===== config.mk =====
export PLATFORM = sky130hd
export DESIGN_NAME = jk_bank_arbiter
export DESIGN_NICKNAME = d
export VERILOG_FILES = /design/src/rtl/jk_bank_arbiter.sv
export SDC_FILE = /design/constraint.sdc
export NUM_CORES = 1
export LEC_CHECK = 0
export ABC_AREA = 1
export BUFFER_PORTS_ARGS = -buffer_cell sky130_fd_sc_hd__clkbuf_2
export CAP_MARGIN = 10
export CORE_ASPECT_RATIO = 0.9
export CORE_MARGIN = 1.5
export CORE_UTILIZATION = 59
export DETAILED_ROUTE_END_ITERATION = 12
export PLACE_DENSITY = 0.95
export SLEW_MARGIN = 15
export SYNTH_ARGS = -nofsm -noshare
export SYNTH_HDL_FRONTEND = slang
export SYNTH_SLANG_ARGS = --single-unit

===== constraint.sdc =====
create_clock -name CLK -period 3.2 [get_ports CLK]
set_input_delay 0.16 -clock CLK [delete_from_list [all_inputs] [get_ports CLK]]
set_output_delay 0.16 -clock CLK [all_outputs]
set_load 0.02 [all_outputs]

===== src/rtl/jk_bank_arbiter.sv =====
// rtl/jk_bank_arbiter.sv - round-robin arbitrated JK state bank with one-cycle command stage and ack
module jk_bank_arbiter #(
  parameter int NREQ  = 4,
  parameter int NBITS = 8,
  parameter int IDXW  = 3
) (
  input  logic                 CLK,
  input  logic                 RST_N,
  input  logic                 EN,
  input  logic [NREQ-1:0]      REQ_VALID,
  input  logic [2*NREQ-1:0]    REQ_OP,
  input  logic [IDXW*NREQ-1:0] REQ_IDX,
  output logic [NREQ-1:0]      REQ_READY,
  output logic [NBITS-1:0]     Q,
  output logic                 ACK_VALID,
  output logic [2:0]           ACK_ID,
  output logic                 ACK_OLD,
  output logic                 ACK_ERR
);

  localparam int PW = (NREQ > 1) ? $clog2(NREQ) : 1;
  localparam logic [1:0] OP_SET    = 2'd1;
  localparam logic [1:0] OP_RESET  = 2'd2;
  localparam logic [1:0] OP_TOGGLE = 2'd3;
  localparam logic [IDXW:0] NB = (IDXW+1)'(NBITS);

  logic [PW-1:0]    ptr;
  logic [PW-1:0]    gidx;
  logic             found;
  logic             accept;
  logic [NREQ-1:0]  rot;
  logic [PW:0]      sum;
  logic [1:0]       sel_op;
  logic [IDXW-1:0]  sel_idx;

  logic             st_valid;
  logic [1:0]       st_op;
  logic [IDXW-1:0]  st_idx;
  logic [PW-1:0]    st_id;
  logic             in_range;
  logic [NBITS-1:0] mask;
  logic             old_bit;
  logic [NBITS-1:0] q_next;

  // Rotate valids so bit 0 is the requester at the pointer, then take the first set bit.
  always_comb begin
    rot   = NREQ'({REQ_VALID, REQ_VALID} >> ptr);
    found = 1'b0;
    gidx  = '0;
    sum   = '0;
    for (int k = 0; k < NREQ; k++) begin
      if (!found && rot[k]) begin
        found = 1'b1;
        sum   = {1'b0, ptr} + (PW+1)'(k);
        if (sum >= (PW+1)'(NREQ)) sum = sum - (PW+1)'(NREQ);
        gidx  = sum[PW-1:0];
      end
    end
    accept    = EN && found;
    REQ_READY = accept ? (NREQ'(1) << gidx) : '0;
  end

  always_comb begin
    sel_op  = '0;
    sel_idx = '0;
    for (int k = 0; k < NREQ; k++) begin
      if (REQ_READY[k]) begin
        sel_op  = REQ_OP[2*k +: 2];
        sel_idx = REQ_IDX[IDXW*k +: IDXW];
      end
    end
  end

  // An out-of-range index yields an empty mask, so Q is left untouched and old reads 0.
  always_comb begin
    in_range = {1'b0, st_idx} < NB;
    mask     = in_range ? (NBITS'(1) << st_idx) : '0;
    old_bit  = |(Q & mask);
    case (st_op)
      OP_SET:    q_next = Q | mask;
      OP_RESET:  q_next = Q & ~mask;
      OP_TOGGLE: q_next = Q ^ mask;
      default:   q_next = Q;
    endcase
  end

  always_ff @(posedge CLK or negedge RST_N) begin
    if (!RST_N) begin
      ptr       <= '0;
      st_valid  <= 1'b0;
      st_op     <= '0;
      st_idx    <= '0;
      st_id     <= '0;
      Q         <= '0;
      ACK_VALID <= 1'b0;
      ACK_ID    <= '0;
      ACK_OLD   <= 1'b0;
      ACK_ERR   <= 1'b0;
    end else begin
      st_valid  <= accept;
      if (accept) begin
        st_op  <= sel_op;
        st_idx <= sel_idx;
        st_id  <= gidx;
        ptr    <= (gidx == PW'(NREQ-1)) ? '0 : gidx + 1'b1;
      end
      ACK_VALID <= st_valid;
      if (st_valid) begin
        Q       <= q_next;
        ACK_ID  <= 3'(st_id);
        ACK_OLD <= old_bit;
        ACK_ERR <= !in_range;
      end
    end
  end

endmodule

**Word level (Yosys, flattened, before mapping)**

Index checks and enable logic that the tools add are counted.
Widths: inputs -> output; s select.

- Word-level logic and storage cells: 66
- Register bits: 22

- Shift operators: 3
- Add/subtract/negate cells: 8
- Reductions and logical operators: 10
- Bitwise logic cells: 5
- Order comparisons: 4
- Equality and inequality tests: 4
- Mux-type cells: 23

Operators by type and width:

| operator | count |
|---|---|
| $mux 2 | 13 |
| $pmux 8 s3 | 1 |
| $and 8x8->8 | 2 |
| $mux 3 | 4 |
| $ge 3x3->1 const B | 3 |
| $not 8->8 | 1 |
| $or 8x8->8 | 1 |
| $reduce_or 8->1 | 1 |
| $shl 1x3->8 const A | 1 |
| $shr 8x2->4 | 1 |
| $sub 2x1->2 const B | 4 |
| $xor 8x8->8 | 1 |
| $add 2x2->3 const B | 2 |
| $eq 2x2->1 const B | 3 |
| $logic_and 1x1->1 | 4 |
| $mux 1 | 4 |
| $mux 4 | 1 |
| $shl 1x2->4 const A | 1 |
| $add 2x1->3 const B | 1 |
| $ge 2x3->1 const B | 1 |
| $logic_not 1->1 | 3 |
| $reduce_bool 3->1 | 1 |
| $add 2x1->2 const B | 1 |
| $eq 2x1->1 const B | 1 |
| $reduce_and 2->1 | 1 |

**Logic depth before layout (Yosys ltp)**

- Depth in word-level cells: 17
- Mapped depth: 22
- Depth with buffers taken out: 20

**Worst setup path after synthesis**

OpenSTA, ideal clock, no wires.

- Kind: register -> register
- Start: reg ptr[1]
- End: reg st_idx[1]
- Data arrival time: 2.174 ns
- Stages on the path, launching flop included: 18
- Buffers on the path: 2
- Library setup time: 0.065 ns
- Period minus slack after synthesis: 2.239 ns
- Slack: 0.961 ns
- Cell sequence: dfrtp_1 -> buf_2 -> inv_1 -> nand3_1 -> nand2_2 -> inv_2 -> o21ai_2 -> xor2_1 -> nand2_2 -> inv_1 -> ha_1 -> clkbuf_1 -> inv_1 -> nor2_8 -> nand2_1 -> nand3_1 -> nand2_1 -> nand2_1

- Elaborated cells on any way between the ends: 37
- Those cells by class: 7 x add/sub; 4 x order compare; 2 x shift; 17 x mux; 7 x reduce/logical

RTL lines:

| item | line | source |
|---|---|---|
| start: declaration | 27 | `logic [PW-1:0] ptr;` |
| start signal: assignment | 105 | `ptr <= (gidx == PW'(NREQ-1)) ? '0 : gidx + 1'b1;` |
| branches (longest 10 deep; another with $add 2x1->3) | -- |  |
| $mux 2 (*) | 52 | `if (!found && rot[k]) begin` |
| via gidx[0] | 28 | `logic [PW-1:0] gidx;` |
| $shl 1x2->4 (*) | 60 | `REQ_READY = accept ? (NREQ'(1) << gidx) : '0;` |
| $mux 4 (*) | 60 |  |
| via REQ_READY[1] | 13 | `output logic [NREQ-1:0] REQ_READY,` |
| $mux 3 (*) (3 in a row) | 67 | `if (REQ_READY[k]) begin` |
| end signal: assignment | 103 | `st_idx <= sel_idx;` |
| end: declaration | 38 | `logic [IDXW-1:0] st_idx;` |

Mark *: on every way through the listed nets, which the timed path passes.
A chain may end at the register's enable or synchronous reset.

**Final worst setup path**

- Start: reg ptr[0]
- End: out REQ_READY[1]

- Cells in the longest elaborated chain, start to end: 13
- Elaborated cells on any way between the ends: 33
- Those cells by class: 7 x add/sub; 4 x order compare; 2 x shift; 13 x mux; 7 x reduce/logical

Ends and longest elaborated chain:

| item | line |
|---|---|
| branches (longest 10 deep; another with $add 2x1->3) | -- |
| $mux 2 (*) | 52 |
| via gidx[0] | 28 |
| $shl 1x2->4 (*) | 60 |
| $mux 4 (*) | 60 |
| end: declaration | 13 |

Marked as above.

==> flow_summary.ini <==
[clocking]
cts_setup_buffers = 0
numCtsBuffers = 3
cts_tree = done
clock_latency_ns = 0.27
root_buffer = clkbuf_8
clockBufferDepth = 2
htreeDepth = 1
clkSinkCount = 22
path_clk_slew_ns = 0.08

[synthesis]
syn_avg_cell_area_sq_um = 7.57
synth_edf_count = 0
synth_area_sq_um = 2040
syn_inst = 270
synth_seq_cells = 22
yosys_warnings = 0
synth_cell_types = 31
seq_area_frac_synth = 0.269
ys_async_sr_fraction = 1.00
synthFlopType = dfrtp_1

[worst_setup_path]
worst_setup_path_end_kind = output port
cp_common_cell = nand2_2
critPathSlowestCell = dfrtp_1
required_ns = 3.04
cp_max_fo = 9
max_stage_delay_ns = 0.58
worstPathArrival_ns = 2.55
critPathKind = flip-flop to output port
cp_cell_sequence = inv_8, nand2_2, nand3_1, nand2_2, inv_2, o21ai_2, xor2_1, nand2_2, inv_1, ha_1, inv_1, nor2_8, clkbuf_2
startpoint_type = flip-flop

[hold_path]
hold_path.class = input port to flip-flop

[power_and_ir_drop]
swShare = 0.533
intPower_mw = 1.19
total_leakage_power_nw = 1.26
ir_drop_mv = 0.842
power_density_nw_per_um2 = 1100
combPwrFrac = 0.665
seqPwrFrac = 0.233
pwr-share-clk = 0.102
p_switching_mw = 1.35

[finish]
area_growth_pct = 12.8
diodes = 0
nets = 362
drive_above_1_share = 0.219
layout_commonest_cell = nand2_1
final_cell_mix = nand2_1, inv_1, clkbuf_2

[floorplanning]
io_pins = 45
die_y_microns = 58.8
start_util = 0.610
dieArea_sq_um = 3830
fp.dieW_microns = 65.1
design.core.area_sq_um = 3350
rows = 20

[detailed_routing]
vias = 1822
drc = 0
ant_nets = 0
wl_per_cell_microns = 11.6
wirelength_microns = 4040
firstDrtPassIters = 4
first_iter_violations = 66
via_per_inst = 5.21

[place]
port_buffers = 42
dp_hpwl_microns = 3210
gp_congestion = 0.879

[sta]
rsz0062_at_grt = false
slew_viol_final = 0
skew_ns = 0.00229
hold_slack_ns = 0.133
fin_tns_setup_ns = 0
period_minus_slack_ns = 2.71
period_share = 0.847
slew_headroom = 0.623
tightest_slew_ns = 0.566
setup-violations-final = 0
max_clock_freq_ghz = 0.369
hold_viol = 0

[flow_run]
cap_violations = 0

[grt]
antenna_found_initial = 0
grt_max_degree = 23
grt-ovfl-total = 0
grt_pass1_vias = 1763
grt_pass1_wl_microns = 7280
grt_usage = 0.239

[outcome]
outcome = completed
cells in the mapped netlist (all sizes together) (2+ instances only):
cell type  count  area [sq um]
o2111ai        7          61.3
clkbuf         3          11.3
o21a           8          60.1
dfrtp         22           551
nor2          17           104
inv           48           188
ha            28           350
nor3           9          45.0
nand2         69           294
nand4         11          83.8
buf           10          85.1
o21ai          8          47.6
xor2           2          17.5
a21oi          2          10.0
nand3         21           105
o211ai         2          15.0
metrics by stage:
| stage | utilization | worst slack (ns) | std cells | area, sq um | power, mW |
|---|---|---|---|---|---|
| finish | 0.688 | 0.490 | 350 | 2310 | 2.54 |
| global route | 0.688 | 0.281 | 350 | 2310 | 2.83 |
| detailed placement | 0.663 | 0.811 | 345 | 2220 | 2.27 |
| CTS | 0.688 | 0.496 | 350 | 2310 | 2.55 |
| global placement | 0.663 | 0.888 | 345 | 2220 | 2.20 |
| floorplan | - | 0.961 | 271 | 2050 | 1.94 |
routing by layer:
layer / vias to the layer above / routed length [microns] / GRT usage
met4: 0 / 65 / 0.0923
met2: 51 / 1980 / 0.459
met3: 5 / 185 / 0.0191
li1: 943 / - / -
met1: 823 / 1810 / 0.277
met5: - / 0 / 0
worst paths after layout:
check,slack (ns),start,cells past startpoint,to
min in group asynchronous,0.40,RST_N,2,ACK_VALID
worst max register to register,0.77,ptr[0],16,st_idx[1]
worst min register to register,0.46,st_valid,0,ACK_VALID
max in group asynchronous,2.44,RST_N,2,st_idx[1]
worst min-delay path,0.13,REQ_IDX[11],3,st_idx[2]
worst max-delay path,0.49,ptr[0],13,REQ_READY[1]
logic make-up (layout without fill, tap and decap cells):
logic type,after synthesis,in the layout,synth area share
adder cells (fa/ha/maj),28,28,0.171
other,1,2,0.00183
AND/OR/NAND/NOR,128,128,0.312
flip-flops,22,22,0.269
XOR/XNOR,2,2,0.00857
buffers and inverters,61,96,0.139
AO/OA/AOI/OAI,28,28,0.0979
state kept, by name, indices dropped and copies added (netlist names), 2 cells and up:
register / count
st_op: 2
st_idx: 3
st_id: 2
ACK_ID: 2
Q: 8
ptr: 2
worst max-delay path: cells and delay by family (launching register included):
kind	cells	cell delay (ns)
flip-flops	1	0.58
buffers and inverters	5	0.55
AND/OR/NAND/NOR	5	0.52
adder cells (fa/ha/maj)	1	0.31
XOR/XNOR	1	0.19
AO/OA/AOI/OAI	1	0.12
power by group through the flow:
stage	Sequential (mW)	Combinational, mW	Clock, mW
2_1_floorplan	0.589	1.35	0
3_3_place_gp	0.582	1.62	0
3_5_place_dp	0.595	1.68	0
4_1_cts	0.590	1.69	0.266
5_1_grt	0.615	1.94	0.276
6_report	0.591	1.69	0.260
timing repair:
item,in CTS,in global routing
endpoints found under the hold margin,22,0
hold buffers,1,0
gates resized for setup,0,0
cell type report:
| type | count | area [sq um] |
|---|---|---|
| Clock buffer | 3 | 41.3 |
| Inverter | 48 | 188 |
| Timing Repair Buffer | 44 | 228 |
| Clock inverter | 1 | 30.0 |
| Fill cell | 292 | 1050 |
| Sequential cell | 22 | 551 |
| Tap cell | 44 | 55.1 |
| Multi-Input combinational cell | 188 | 1210 |
Power figures use the tool's default switching activity.
